**src/rtl/cic_int_3.sv**
```systemverilog
// CIC interpolator by RATE: low-rate combs, zero-stuff (or zero-order hold with CIC_INT_HOLD_EN), full-rate integrators.
// Latency x to first y contribution is 2N+1 clocks; no backpressure, the block pulls x with a one-clock req strobe.
module cic_int_3 #(
    parameter int NUM_STAGES = 4,
    parameter int RATE       = 8,
    parameter int STG_GSZ    = 3,
    parameter int ISZ        = 10,
    parameter int ASZ        = ISZ + NUM_STAGES*STG_GSZ,
    parameter int OSZ        = ASZ
) (
    input  logic                  i_clk,
    input  logic                  i_reset,
    output logic                  o_req,
    input  logic signed [ISZ-1:0] i_x,
    output logic signed [OSZ-1:0] o_y,
    output logic                  o_valid
);
    localparam int N  = NUM_STAGES;
    localparam int CW = $clog2(RATE);
    localparam int EW = 2*N + 1;

    logic [CW-1:0]         r_cnt;
    // Bits [N:0] enable the comb stages; the upper bits follow a sample through the integrators for valid.
    logic [EW-1:0]         r_ena;
    logic signed [ASZ-1:0] r_diff [0:N];
    logic signed [ASZ-1:0] r_dly  [0:N-1];
    logic signed [ASZ-1:0] r_int  [0:N-1];
    logic signed [ASZ-1:0] w_x_sx;
    logic signed [ASZ-1:0] w_u;
    logic signed [ASZ-1:0] w_y_sh;

    assign o_req  = i_reset && (r_cnt == CW'(RATE-1));
    assign w_x_sx = {{(ASZ-ISZ){i_x[ISZ-1]}}, i_x};
    assign w_y_sh = r_int[N-1] >>> (ASZ-OSZ);

`ifdef CIC_INT_HOLD_EN
    logic signed [ASZ-1:0] r_hold;

    assign w_u = r_ena[N] ? r_diff[N] : r_hold;

    always_ff @(posedge i_clk) begin
        if (!i_reset) r_hold <= '0;
        else          r_hold <= w_u;
    end
`else
    assign w_u = r_ena[N] ? r_diff[N] : '0;
`endif

    always_ff @(posedge i_clk) begin
        if (!i_reset) begin
            r_cnt <= '0;
            r_ena <= '0;
        end else begin
            r_cnt <= (r_cnt == CW'(RATE-1)) ? '0 : r_cnt + 1'b1;
            r_ena <= {r_ena[EW-2:0], o_req};
        end
    end

    always_ff @(posedge i_clk) begin
        if (!i_reset) begin
            for (int j = 0; j <= N; j++) r_diff[j] <= '0;
            for (int j = 0; j < N; j++)  r_dly[j]  <= '0;
        end else begin
            if (o_req) begin
                r_diff[0] <= w_x_sx;
                r_dly[0]  <= r_diff[0];
            end
            for (int j = 1; j <= N; j++)
                if (r_ena[j-1]) r_diff[j] <= r_diff[j-1] - r_dly[j-1];
            for (int j = 1; j < N; j++)
                if (r_ena[j-1]) r_dly[j] <= r_diff[j];
        end
    end

    // Intermediate wrap is harmless: the final comb/integrator result is exact modulo 2^ASZ.
    always_ff @(posedge i_clk) begin
        if (!i_reset) begin
            for (int k = 0; k < N; k++) r_int[k] <= '0;
        end else begin
            r_int[0] <= r_int[0] + w_u;
            for (int k = 1; k < N; k++) r_int[k] <= r_int[k] + r_int[k-1];
        end
    end

    always_ff @(posedge i_clk) begin
        if (!i_reset) begin
            o_y     <= '0;
            o_valid <= 1'b0;
        end else begin
            o_y <= w_y_sh[OSZ-1:0];
            if (r_ena[EW-1]) o_valid <= 1'b1;
        end
    end
endmodule

```
**config.mk**
```make
export PLATFORM = sky130hd
export DESIGN_NAME = cic_int_3
export DESIGN_NICKNAME = d
export VERILOG_FILES = /design/src/rtl/cic_int_3.sv
export SDC_FILE = /design/constraint.sdc
export NUM_CORES = 1
export LEC_CHECK = 0
export BUFFER_PORTS_ARGS = -buffer_cell sky130_fd_sc_hd__buf_2
export CAP_MARGIN = 20
export CORE_MARGIN = 2
export CORE_UTILIZATION = 40
export DETAILED_ROUTE_END_ITERATION = 8
export PLACE_DENSITY = 0.55
export SLEW_MARGIN = 20
export SYNTH_ARGS = -nofsm -noshare
export SYNTH_HDL_FRONTEND = slang
export SYNTH_SLANG_ARGS = --single-unit
```
**constraint.sdc**
```tcl
create_clock -name i_clk -period 5.1 [get_ports i_clk]
set_clock_uncertainty 0.1 [all_clocks]
set_input_delay 0.51 -clock i_clk [delete_from_list [all_inputs] [get_ports i_clk]]
set_output_delay 0.51 -clock i_clk [all_outputs]
set_load 0.01 [all_outputs]
```
* Yosys cells after proc, flatten, opt, wreduce, memory -nomap -nowiden *
Memories as Yosys holds them, arrays and structs flattened.
Cells that the tools add are included.

storage, ports and cells
  register bits after elaboration = 35
  RAM bits = 286
  output and inout bits = 24
  word-level logic and storage cells = 64
  memories = 3

operators by class
  add/sub/neg operators = 9
  eq/ne operators = 1
  muxes and demuxes = 31
  bitwise logic cells = 14
  reductions and logical operators = 2

memory list
  name    words  width  read ports  clocked after Yosys merged registers in  wr ports  line  RTL
  r_diff  5      22     5           0                                        5         25    logic signed [ASZ-1:0] r_diff [0:N];
  r_dly   4      22     4           0                                        4         26    logic signed [ASZ-1:0] r_dly [0:N-1];
  r_int   4      22     4           0                                        4         27    logic signed [ASZ-1:0] r_int [0:N-1];

operator list
  cell                                          number
  two-way mux 22 bit                            14
  adder 22 bit                                  4
  subtractor 22 bit                             4
  two-way mux 1 bit                             17
  OR 1 bit                                      13
  adder 3 x 1 -> 3 bit (second input constant)  1
  == test 3 bit (second input constant)         1
  OR reduction 2 bit                            1
  logical AND 1 bit                             1
  inverter 1 bit                                1

* Logic depth before layout (Yosys ltp) *
Gate-level depths: netlist (run 1).

  word-level depth = 6
  mapped depth = 12
  depth with buffers taken out = 12

* Least setup slack after synthesis (run 1) *
Ideal clock, no wire load.

  path kind = flip-flop to flip-flop
  start point = memory r_diff[0][44] (netlist name)
  end point = memory r_diff[0][84] (netlist name), data pin
  library setup time = 0.266 ns
  arrival time = 2.692 ns
  data required time = 4.734 ns
  slack = 2.042 ns
  cell stages (with the launch flop) = 13
  period minus slack after synthesis = 3.058 ns
  cell sequence = edfxtp_1 inv_1 ha_1 inv_1 fa_1 a211oi_2 o21ai_1 a211o_1 a31oi_1 or4b_1 a31oi_1 xor2_1 nor2_1

RTL lines
  element      line
  from (decl)  25

==> results of run 1 <==
[power breakdown]
group | internal [uW] | switching, uW
registers | 2600 | 30.8
logic | 178 | 276
clock network | 1590 | 1010
total | 4370 | 1310
[cell families after synthesis]
kind of cell               after synthesis  synth area share
and+or+nand+nor                        566            0.1651
AOI/OAI and AO/OA                      410            0.1526
DFF                                    297            0.4535
buffers and inverters                  168           0.03720
adders and majority gates              167            0.1268
xor gates and xnor gates               123           0.06355
muxes                                    2          0.001181
[worst max-delay path, stage by stage, from the launching register on]
cell and delay [ns]:
dfxtp_1 0.68, and2_1 0.22, ha_1 0.16, inv_1 0.05, fa_1 0.38, nand2b_1 0.17
a21oi_1 0.24, nor3_1 0.12, o31a_1 0.39, o21a_1 0.23, o21ai_0 0.19, xnor2_1 0.14
nor2_1 0.06
[routing by layer]
metal	global-route usage	wire length [microns]
met2	0.2933	17350
met4	0.05429	846
met5	0	0
met3	0.02544	1077
met1	0.1986	16140
[sequential cells by signal, summed over array words and instances, names as in the netlist]
signal and cells:
r_diff 98, r_int 88, r_dly 76, o_y 22, r_ena 9, r_cnt 3, o_valid 1
[cells in the mapped netlist (53+ instances only)]
cell,n
inv_1,115
xor2_1,53
and2_1,82
nor2_1,201
nand2_1,85
ha_1,159
a21oi_1,120
edfxtp_1,174
and3_1,88
dfxtp_1,123
o21ai_0,91
xnor2_1,70
[final cells by class]
cell class	instances	area (sq um)
multi-input cells	1268	8645
repair buffers	41	222.7
inverters	116	435.4
clock inverters	8	78.83
fillers	4081	22960
well taps	539	674.4
diodes	1	2.502
clock buffers	57	1145
flip-flops and latches	297	7687
[layout by cell type (no fill, tap or decap), drive strengths merged, types with 10 or more instances in the layout]
cell / count
a21o: 51
o21bai: 17
and2: 82
a211oi: 29
nand2b: 29
nor2b: 13
and3: 88
nand3: 16
buf: 41
a21oi: 120
nand4: 10
dfxtp: 123
xnor2: 70
o21a: 21
o211ai: 13
a31oi: 14
nor3: 23
o21ai: 92
edfxtp: 174
ha: 159
clkbuf: 57
inv: 116
nand2: 85
nor2: 201
xor2: 53
[final timing paths]
check / from / to / slack (ns) / cells after the start
worst max register to register: r_ena[4] / r_int[0][14] / 1.81 / 12
worst min-delay path: i_x[4] / r_diff[0][4] / 0.14 / 2
worst min register to register: r_cnt[0] / r_cnt[0] / 0.32 / 1
worst max-delay path: r_ena[4] / r_int[0][14] / 1.81 / 12
[metrics by stage]
stage	cell area, sq um	std cells
3_5_place_dp	17650	2261
2_1_floorplan	16950	1733
5_1_grt	18890	2326
6_report	18890	2327
3_3_place_gp	17650	2261
4_1_cts	18880	2326
==> metrics, run 1 <==
status=finished, final reports clean; crit path DAT=around 3.6 ns; clk slew on worst S/H paths=approximately 0.060 ns; Worst-Margin Slew=approximately 1.1 ns; Max rail drop VDD=~0.00025 V; top cells by area, synth=edfxtp_1 31%, dfxtp_1 15%, ha_1 12%; final core occ=0.4514; GRT Util Overall=0.1630; initial drt markers=between 500 and 600; largest net degree at the start of global routing=52; fin worst setup slack=1.809 ns; fin crit share=0.6453; worst endpoint required time=approximately 5.4 ns; CTS Hold Bufs=0; number of synthesized flops with an enable pin=between 150 and 200; CTS tree=built; IO buf count=35; PwrDens=300.9 nW/um^2; CTS H-tree lvls=2; first-pass GRT wire length=between 50000 and 60000 microns; DR DRC count=0; Yosys reg bits=a little under 300; Final Hold Slack=between 0.1 and 0.15 ns; via count=approximately 12000; Die Span Y=roughly 210 microns; synthesized area=16950 sq um; Post-Route WL=between 30000 and 40000 microns; routed vias/inst=about 5.2; sequential share of the synthesized area=0.4535; clock latency on the worst-skew pair=about 0.54 ns; final setup vio count=0; # IOs=36; Post-synth ARST share=0; Fmax achieved=about 300 MHz; overall power=between 5000 and 6000 uW; global route total overflow=0; initial core utilization=0.4050; Leak=about 0.0084 uW; Syn Inst Count=between 1500 and 2000; post-cts sizing count=0; Final Hold Vio Count=0; # Post-CTS Setup Buffers=0; Synth area leader=edfxtp_1; vias in the first global route=between 10000 and 15000; WL per Instance=about 15 microns; synth warn=0; Placeable Area=around 42000 sq um; CP Max Fanout=23; crit start category=flip-flop; top_reg_cell synth=edfxtp_1; clk buf depth=3; Synthesized Nets=approximately 1900; DP Wirelength=~25000 microns; Yosys top cell area share=0.3082; critical path endpoint category=flip-flop; total negative setup slack=0 ns; root buffer cell=clkbuf_16; Mapped Avg Cell Area=9.781 sq um; HP Class=input pin to flip-flop; WS Path Type=flip-flop to flip-flop; Area Growth Syn to Fin=11.44%; Slew headroom=0.2946; Final Slew Violations=0; Die Width=approximately 210 microns; max cap viols=0; Place WS=about 1.8 ns; Pre-antenna DRT Iters=6; Num CTS Buffers=36; initial antenna violation count=1; GP Congestion=0.8337; Tmin final=roughly 3.3 ns; FP Rows=between 70 and 80; clk sinks=297; layout cell share with drive strength beyond 1=0.06100; Final ANT Viol Nets=0; library cells used by synthesis=58; RSZ-0062 raised after global routing=false; die area=approximately 44000 sq um; nets@finish=a little under 2000
No activity file was read; power rests on OpenSTA's default activity.
==> inputs of run 2 (changes only) <==
- clock period: 5.1 -> 3.2 ns (I/O delays scaled with it)
==> run 2 against run 1 <==
  * The flow now finishes with violations (negative setup slack)
  * Global-route usage increased by 0.30 points
  * Largest cell class unchanged
  * Die area unchanged
  * Core utilization increased by 1.1 points
==> metrics, run 2 (synthesis results as in run 1) <==
status=finished, violations left (was finished, final reports clean); failing checks=negative setup slack; fin crit share=1.017 (was 0.6453); fin worst setup slack=-0.05477 ns (was 1.809 ns); P_sw=2128 uW (was 1315 uW); PwrDens=483.8 nW/um^2 (was 300.9 nW/um^2); Die Span Y=209.9 microns (unchanged); Worst-Margin Slew=0.6827 ns (was 1.058 ns); Most Crowded Layer GR=met2 (unchanged); clk sinks=297 (unchanged); vias in the first global route=12034 (was 12032); overall power=9365 uW (was 5683 uW); Placeable Area=41850 sq um (unchanged); final setup vio count=1 (was 0); Num CTS Buffers=36 (unchanged); top flop regs=r_diff: 98 flops, r_int: 88 flops, r_dly: 76 flops (unchanged); GR Util met2=0.2924 (was 0.2933); WS Path Type=flip-flop to flip-flop (unchanged); Final Slew Violations=0 (unchanged); max cap viols=0 (unchanged); initial drt markers=615 (was 599); initial core utilization=0.4050 (unchanged); Final ANT Viol Nets=0 (unchanged); most common cell after layout, fill and taps aside=nor2_1 (unchanged); GP Congestion=0.8029 (was 0.8337); crit path DAT=3.45 ns (was 3.59 ns); Tmin final=3.255 ns (was 3.291 ns); Area Growth Syn to Fin=14.18% (was 11.44%); DP Wirelength=26090 microns (was 25440 microns); final core occ=0.4625 (was 0.4514); Clock Power Share=0.471 (was 0.458); RSZ-0062 raised after global routing=true (was false); internal power=7237 uW (was 4369 uW); routed vias/inst=5.175 (was 5.220); CTS H-tree lvls=2 (unchanged); Die Width=209.9 microns (unchanged); Max rail drop VDD=0.0003445 V (was 0.0002458 V); Fmax achieved=307.2 MHz (was 303.9 MHz); met1 GRT Util=0.2084 (was 0.1986); IO buf count=35 (unchanged); # IOs=36 (unchanged); nets@finish=1976 (was 1939); Largest register FFs=98 (unchanged); diodes inserted=0 (was 1); CTS tree=built (unchanged); GRT Util Overall=0.1660 (was 0.1630); initial antenna violation count=0 (was 1); HP Class=input pin to flip-flop (unchanged); FP Rows=75 (unchanged); clk slew on worst S/H paths=0.06 ns (about the same); Finished Cell Area=19350 sq um (was 18890 sq um); global route total overflow=0 (unchanged); Final Hold Vio Count=0 (unchanged); WL per Instance=15.20 microns (was 15.22 microns); combinational power share=0.083 (was 0.080); Most flops, register=r_diff (unchanged); layout cell share with drive strength beyond 1=0.08055 (was 0.06100); Post-Route WL=35930 microns (was 35410 microns); Slew headroom=0.5442 (was 0.2946); first-pass GRT wire length=59890 microns (was 58870 microns); crit start category=flip-flop (unchanged); worst endpoint required time=3.39 ns (was 5.40 ns); Pre-antenna DRT Iters=5 (was 6); Placed Area=17820 sq um (was 17650 sq um); largest net degree at the start of global routing=81 (was 52); Leak=0.008581 uW (was 0.008360 uW); clk buf depth=3 (unchanged); met3 usage=0.02963 (was 0.02544); clock latency on the worst-skew pair=0.55 ns (was 0.54 ns); Sw Ratio=0.2272 (was 0.2313); DR DRC count=0 (unchanged); die area=44040 sq um (unchanged); via count=12233 (was 12147); root buffer cell=clkbuf_16 (unchanged); critical path endpoint category=flip-flop (unchanged); CP Max Fanout=3 (was 23); sequential share of power=0.447 (was 0.462); commonest non-fill, non-tap cells in the layout=201 x nor2_1, 174 x edfxtp_1, 158 x ha_1, 122 x dfxtp_1, 119 x a21oi_1 (was 201 x nor2_1, 174 x edfxtp_1, 159 x ha_1, 123 x dfxtp_1, 120 x a21oi_1); FF-to-FF setup slack=-0.05 ns (was 1.81 ns)
==> run 2: changes by cell type in the layout (fill, tap and decap cells not counted), moves of 3 or more <==
cell and change:
a31oi_1 -3, buf_4 +26, bufinv_16 +5, clkbuf_8 -3, dlygate4sd3_1 +10, nand2b_1 +4
nand2b_2 -4
==> run 2: final cells by class <==
type / count / area [sq um]
tap: 539 / 674.4
timing repair buffer: 78 / 538.0
sequential: 297 / 7689
multi-input combinational: 1268 / 8730
clock inverter: 14 / 235.2
fill: 4033 / 22500
inverter: 116 / 435.4
clock buffer: 52 / 1054
==> run 2: layer usage <==
layer,routed length [microns],vias up,share of wire
met1,16420,5733,0.46
met5,0,-,0
met2,17600,148,0.49
met3,1079,54,0.030
li1,-,6298,-
met4,836,0,0.023
==> run 2: path summary, 6_finish.rpt <==
| kind | from | end | depth (start not counted) |
|---|---|---|---|
| max | r_diff[0][44] | r_diff[0][84] | 12 |
| min | i_reset | r_int[1][17] | 3 |
| max reg2reg | r_diff[0][44] | r_diff[0][84] | 12 |
| min reg2reg | r_cnt[0] | r_cnt[0] | 1 |
==> run 2: stage by stage <==
step / setup WS, ns / TNS [ns] / hold slack [ns] / cells
floorplan: 0.1416 / 0 / 0.2992 / 1733
global placement: -0.007746 / -0.007746 / 0.3067 / 2281
detailed placement: -0.05811 / -0.05811 / 0.3267 / 2281
CTS: 0.01112 / 0 / 0.1419 / 2362
global route: -0.1958 / -0.2605 / 0.1640 / 2364
finish: -0.05477 / -0.05477 / 0.1725 / 2364
==> run 2: critical path, cell delays in order (launching register included) <==
cell      delay, ns
edfxtp_1       0.37
inv_1          0.07
ha_2           0.18
inv_2          0.04
fa_2           0.37
a211oi_4       0.31
o21ai_2        0.11
a211o_1        0.30
a31oi_2        0.19
or4b_4         0.51
a31oi_4        0.21
xor2_1         0.19
nor2_1         0.05
==> run 2: repair_timing <==
action | CTS | global route
setup buffers | 5 | 2
pin swaps | 5 | 8
endpoints found under the setup margin | 1 | 14
endpoints found under the hold margin | 10 | 0
hold buffers | 10 | 0
resized for setup | 3 | 17
gates cloned | 0 | 0
==> run 2: power groups by stage <==
stage	Combinational [uW]	Sequential (uW)	Clock, uW
3_5_place_dp	730	4270	0
4_1_cts	759	4190	4540
3_3_place_gp	727	4270	0
6_report	773	4180	4410
2_1_floorplan	566	4250	0
5_1_grt	874	4190	4680
